$ cat src/rtl/attn_pkg.sv
// Shared definitions for the attention score datapath: score width, minimum score,
// buffer state encoding and a saturating signed subtract.
package attn_pkg;

    localparam int DATA_WIDTH = 16;

    localparam logic [DATA_WIDTH-1:0] SCORE_MIN = {1'b1, {(DATA_WIDTH-1){1'b0}}};

    typedef enum logic {
        FILL  = 1'b0,
        DRAIN = 1'b1
    } state_t;

    // a - b computed one bit wider, then clamped back into DATA_WIDTH signed range.
    function automatic logic [DATA_WIDTH-1:0] sat_sub(
        input logic [DATA_WIDTH-1:0] a,
        input logic [DATA_WIDTH-1:0] b
    );
        logic [DATA_WIDTH:0] diff;
        diff = {a[DATA_WIDTH-1], a} - {b[DATA_WIDTH-1], b};
        if (diff[DATA_WIDTH] != diff[DATA_WIDTH-1])
            sat_sub = diff[DATA_WIDTH] ? SCORE_MIN : ~SCORE_MIN;
        else
            sat_sub = diff[DATA_WIDTH-1:0];
    endfunction

endpackage

$ cat src/rtl/score_sat_sub.sv
// Combinational signed saturating subtractor y = sat(a - b), shared with the softmax stage.
module score_sat_sub #(
    parameter int DATA_WIDTH = 16
) (
    input  logic [DATA_WIDTH-1:0] a,
    input  logic [DATA_WIDTH-1:0] b,
    output logic [DATA_WIDTH-1:0] y
);

    localparam logic [DATA_WIDTH-1:0] MIN_VAL = {1'b1, {(DATA_WIDTH-1){1'b0}}};
    localparam logic [DATA_WIDTH-1:0] MAX_VAL = {1'b0, {(DATA_WIDTH-1){1'b1}}};

    logic [DATA_WIDTH:0] diff;

    always_comb begin
        diff = {a[DATA_WIDTH-1], a} - {b[DATA_WIDTH-1], b};
        // Top two bits disagree only when the true difference left the signed range.
        if (diff[DATA_WIDTH] != diff[DATA_WIDTH-1])
            y = diff[DATA_WIDTH] ? MIN_VAL : MAX_VAL;
        else
            y = diff[DATA_WIDTH-1:0];
    end

endmodule

$ cat src/rtl/attn_score_buffer.sv
// Collects one attention row of Q.K scores, tracks its max/argmax, then streams
// the max-normalised scores (score - max) to the softmax stage.
module attn_score_buffer #(
    parameter int DATA_WIDTH = 16,
    parameter int SEQLEN     = 64,
    parameter int ADDR_W     = $clog2(SEQLEN)
) (
    input  logic                  clk,
    input  logic                  reset,
    input  logic                  in_valid,
    input  logic [DATA_WIDTH-1:0] in_score,
    output logic                  in_ready,
    output logic                  out_valid,
    input  logic                  out_ready,
    output logic [DATA_WIDTH-1:0] out_score,
    output logic [ADDR_W-1:0]     out_index,
    output logic                  out_last,
    output logic [DATA_WIDTH-1:0] row_max,
    output logic [ADDR_W-1:0]     row_argmax
);

    import attn_pkg::*;

    localparam logic [ADDR_W-1:0]     LAST_IDX  = ADDR_W'(SEQLEN - 1);
    localparam logic [DATA_WIDTH-1:0] MIN_SCORE = {1'b1, {(DATA_WIDTH-1){1'b0}}};

    state_t                state;
    logic [ADDR_W-1:0]     wr_ptr;
    logic [ADDR_W-1:0]     rd_ptr;
    logic [DATA_WIDTH-1:0] score_buf [SEQLEN];
    logic [DATA_WIDTH-1:0] rd_score;

    always_ff @(posedge clk) begin
        if (reset) begin
            state      <= FILL;
            wr_ptr     <= '0;
            rd_ptr     <= '0;
            row_max    <= MIN_SCORE;
            row_argmax <= '0;
            in_ready   <= 1'b1;
            out_valid  <= 1'b0;
        end else begin
            case (state)
                FILL: begin
                    if (in_valid) begin
                        wr_ptr <= wr_ptr + 1'b1;
                        // Strict compare keeps the earliest index on ties.
                        if ($signed(in_score) > $signed(row_max)) begin
                            row_max    <= in_score;
                            row_argmax <= wr_ptr;
                        end
                        if (wr_ptr == LAST_IDX) begin
                            wr_ptr    <= '0;
                            state     <= DRAIN;
                            in_ready  <= 1'b0;
                            out_valid <= 1'b1;
                        end
                    end
                end
                DRAIN: begin
                    if (out_ready) begin
                        rd_ptr <= rd_ptr + 1'b1;
                        if (rd_ptr == LAST_IDX) begin
                            rd_ptr     <= '0;
                            row_max    <= MIN_SCORE;
                            row_argmax <= '0;
                            state      <= FILL;
                            in_ready   <= 1'b1;
                            out_valid  <= 1'b0;
                        end
                    end
                end
                default: begin
                    state <= FILL;
                end
            endcase
        end
    end

    // Storage is deliberately unreset so it can map onto distributed RAM.
    always_ff @(posedge clk) begin
        if (!reset && in_ready && in_valid)
            score_buf[wr_ptr] <= in_score;
    end

    assign rd_score = score_buf[rd_ptr];

    score_sat_sub #(
        .DATA_WIDTH(DATA_WIDTH)
    ) u_sat_sub (
        .a(rd_score),
        .b(row_max),
        .y(out_score)
    );

    assign out_index = rd_ptr;
    assign out_last  = out_valid && (rd_ptr == LAST_IDX);

endmodule

$ cat config.mk
export PLATFORM = sky130hd
export DESIGN_NAME = attn_score_buffer
export DESIGN_NICKNAME = d
export VERILOG_FILES = /design/src/rtl/attn_pkg.sv /design/src/rtl/score_sat_sub.sv /design/src/rtl/attn_score_buffer.sv
export SDC_FILE = /design/constraint.sdc
export NUM_CORES = 1
export LEC_CHECK = 0
export BUFFER_PORTS_ARGS = -buffer_cell sky130_fd_sc_hd__buf_4
export CAP_MARGIN = 20
export CORE_MARGIN = 1.5
export CORE_UTILIZATION = 30
export CTS_CLUSTER_SIZE = 8
export DETAILED_ROUTE_END_ITERATION = 16
export PLACE_DENSITY_LB_ADDON = 0.2
export SLEW_MARGIN = 0
export SYNTH_ARGS = -nofsm -noshare
export SYNTH_HDL_FRONTEND = slang
export SYNTH_HIERARCHICAL = 1
export SYNTH_SLANG_ARGS = --single-unit
$ cat constraint.sdc
create_clock -name clk -period 5.9 [get_ports clk]
set_input_delay 1.18 -clock clk [delete_from_list [all_inputs] [get_ports clk]]
set_output_delay 1.18 -clock clk [all_outputs]
set_load 0.005 [all_outputs]
# == After elaboration in Yosys (flattened, before gate mapping) ==
# Memories as Yosys holds them, arrays and structs flattened. A register that Yosys moved wholly into a read port is not among the register bits.
# Index checks and enable logic that the tools add are counted.
# Widths: inputs -> output; s select.
# op_classes
add_sub_neg,3
n_lt_le_gt_ge,1
eq_ne,8
n_mux,33
bitwise,1
n_reduce_logical,8
# ops
operator,count
$mux 16,6
$mux 6,8
$pmux 16 s2,1
$sub 16x16->17,1
$gt 16x16->1,1
$mux 1,14
$add 6x1->6 const B,2
$eq 6x6->1 const B,2
$pmux 6 s2,1
$ne 2x2->1 const B,4
$reduce_and 4->1,2
$pmux 1 s2,3
$reduce_and 2->1,2
$logic_and 1x1->1,3
$ne 2x1->1 const B,1
$logic_not 1->1,1
$ne 1x1->1,1
$not 1->1,1
# word_totals
ff_bits,37
mem_bits_rw,1024
output_inout_bits,47
mem_count,1
# mem_list
name,words,word_bits,read_ports,rd_ports_with_merged_regs,wr,line_no,source
score_buf,64,16,1,1,1,attn_score_buffer.sv:30,logic [DATA_WIDTH-1:0] score_buf [SEQLEN];

# == Logic depth before layout (Yosys ltp) ==
# logic_depth
word_depth,5
mapped_depth,20
ltp_nobuf,16

# == Hierarchy ==
# Netlist, hierarchy kept.
# modules_own_cells
mod,n_inst,cells_each,area_per_inst_um2
attn_score_buffer,1,1881,40737.8
score_sat_sub,1,138,1028.5

# == Worst setup path after synthesis ==
# OpenSTA, ideal clock, no wires.
# synth_path
path_type,reg-to-output
startpoint,register (tool-made name)
endpoint,output out_score[10]
arrival_time_ps,3932
setup_slack_ps,788
path_stages_with_launch,21
n_path_buf,5
path_cell_list,dfxtp_1 > buf_6 > buf_6 > buf_2 > buf_4 > mux4_2 > o22ai_1 > nor4_1 > nand2_1 > o41ai_1 > inv_1 > ha_1 > inv_1 > fa_1 > a21o_1 > a311oi_2 > nor3_2 > nor2_4 > o221ai_4 > buf_6 > maj3_2
# synth_rtl
item,line_no,source
to (decl),attn_score_buffer.sv:15,"output logic [DATA_WIDTH-1:0] out_score,"

==> metrics.txt <==
status finished with violations; failing checks negative setup slack; number of I/O port buffers 66; Seq/Total Area, Yosys 75.7%; part of the power in the clock network 46.0%; Hold Violations, Final 0; most frequent cells in the layout edfxtp_1, buf_4, mux4_2; setup TNS -3.28 ns; Die X-Extent 376 um; Post-DP HPWL 72.3 mm; min Tclk post-route 6.16 ns; Finished Cell Area 0.0514 mm^2; Synth Cell Area 0.0418 mm^2; gr usage total 16.5%; Synth Warn # 6; skew final 0.0288 ns; wirelength, routed 117 mm; fillcell total 12.5k; post-route ant nets 0; Placed Area 0.0459 mm^2; Leakage 0.0162 uW; vias 21.7k; Cell variety after synth 62; row cnt 136; ys flop type edfxtp_1; initial antenna violation count 8; ys async rst share 0%; reg2reg setup slack 2.68 ns; worst min path class flip-flop to flip-flop; Clock transition at path regs 0.05 ns; critical path required time 4.72 ns; detailed-route vias per instance 5.10; Net count, final 2469; CP Data Arrival Time 4.98 ns; clk_lat worst skew 0.74 ns; Setup crit start kind flip-flop; Switching Share 21.0%; part of the cycle the worst path needs 104%; Max Root-Sink Buffers 3; synthesized flop and latch total 1067; layout cell share with drive strength beyond 1 36.1%; Area contributors post-synth edfxtp_1, mux4_2, dfxtp_1; CP max-delay cell or4_4; commonest non-fill, non-tap cell in the layout edfxtp_1; share of power burned in registers 49.7%; CP Capture Type primary output; Multi-input gate area 0.00992 mm^2; GP Congestion 0.810; Post-synth EDFFs 1024; Syn Area/Cell 20.7 um^2; delay-heaviest family, CP simple AND/OR/NAND/NOR gates; maxcap violations 0; die area 0.141 mm^2; CP cell instances buf_12 -> bufbuf_16 -> mux4_2 -> a22oi_1 -> buf_4 -> a21oi_1 -> or4_4 -> ha_1 -> a21oi_1 -> nand2_1 -> nor4_2 -> a21oi_2 -> xor2_4 -> buf_12 -> maj3_2 -> buf_6; Crit path depth 16; wire per inst 27.6 um; Final setup viols 16; Seq. cell area 0.0316 mm^2; Synth Net Count 2074; Initial DRT Pass Iterations 5; WS Path Type flip-flop to primary output; I/O pins 67; Initial Util 30.3%; TritonCTS clock tree done; final global-route overflow total 0; largest net degree at the start of global routing 67; CTS buffer count 151; Post-Syn Instances 2019; crit path to out_score[14]; worst-path fanout max 15; TritonCTS Sinks 1067; switching power 3530 uW; combinational power share 4.3%; internal power 13300 uW; DRT iter0 DRCs 2163; max incr delay on CP 0.61 ns; Residual DRC 0; Max-slew headroom 26.9%; die span in y 376 um; CP bufs+invs 5; area fraction of the dominant cell type after synthesis 73.6%; Max Fclk 162 MHz; worst slew pin tran 1.10 ns; H-tree depth 4; PwrDens 327 mW/mm^2; Layout area overhead 23.1%; Worst R2R End score_buf[63][4]; first-pass GRT wire length 166 mm; Max Slew Vio Count 0; final hold slack 0.480 ns; post-synth top area cell edfxtp_1; vias in the first global route 22.5k; RSZ-0062 raised after global routing yes; hold_buf cts 0; R2R cell count 3; core area 0.138 mm^2; Hold Path Depth 1; root buf cell clkbuf_16; Final WS setup -0.261 ns; maximum vdd drop 0.197 mV; Crit Reg-Reg Startpoint wr_ptr[4]
-- state kept, by name, summed over array words and instances, names as in the netlist, named ones only --
signal and cells:
row_argmax 6, wr_ptr 6, out_index 6, out_valid 1, in_ready 1, row_max 16, state 1, score_buf 1024
-- power by group through the flow --
stage / Combinational, uW / Clock (uW) / Sequential [uW]
2_1_floorplan: 252 / 0 / 8490
3_3_place_gp: 614 / 0 / 8500
3_5_place_dp: 629 / 0 / 8500
4_1_cts: 733 / 7920 / 8360
5_1_grt: 781 / 8180 / 8350
6_report: 726 / 7730 / 8360
-- layout make-up --
cell class	instances	area share (%)
clock buffers	176	7.61
inverters	39	0.285
multi-input cells	810	19.3
repair buffers	345	6.54
clock inverters	14	0.401
diodes	4	0.0195
well taps	1794	4.36
flip-flops and latches	1067	61.5
-- per-stage QoR --
stage	setup WS, ns	util, %	std cells	total power [uW]
floorplan	0.788	-	2019	8740
global placement	-0.106	33.3	3994	9110
detailed placement	-0.0384	33.3	3994	9130
CTS	-0.309	37.1	4230	17000
global route	-0.470	37.3	4245	17300
finish	-0.261	37.3	4249	16800
-- Yosys cell counts, types with 10 or more instances --
library cell and instances:
mux4_2 256, nand3_1 10, inv_1 38, buf_4 20, buf_1 12, edfxtp_1 1024, buf_2 13, a22oi_1 57
nand2_1 46, nand2b_1 10, clkbuf_1 50, dfxtp_1 43, nor2_1 95, a21oi_1 59, nor4_1 10, ha_1 34
a22o_1 21, mux2_2 18, o22ai_1 65
-- cells by family after synthesis --
logic type	after synthesis	synth area share (%)
AOI/OAI and AO/OA	249	4.07
xor gates and xnor gates	16	0.354
adders and majority gates	50	1.45
buffers and inverters	143	1.67
DFF	1067	75.7
muxes	274	14.3
and+or+nand+nor	220	2.48
-- worst min path at each step --
stage                  start             to
4_1_cts        row_argmax[1]  row_argmax[1]
3_3_place_gp   row_argmax[5]  row_argmax[5]
5_1_grt        row_argmax[5]  row_argmax[5]
6_report       row_argmax[5]  row_argmax[5]
3_5_place_dp   row_argmax[1]  row_argmax[1]
2_1_floorplan  row_argmax[5]  row_argmax[5]
-- per-layer routing --
metal	track usage, %	up-vias	share of wire [%]
met5	0	-	0.0085
met2	26.3	693	48
li1	-	9222	-
met1	22.5	11600	44
met3	3.29	188	5.9
met4	5.73	2	3.0
-- timing repair --
item / in CTS / in global routing
gates resized for setup: 115 / 8
gates cloned: 7 / 3
setup buffers: 40 / 12
setup endpoints to repair: 16 / 16
pin swaps: 38 / 2
No activity file was read; power rests on OpenSTA's default activity.
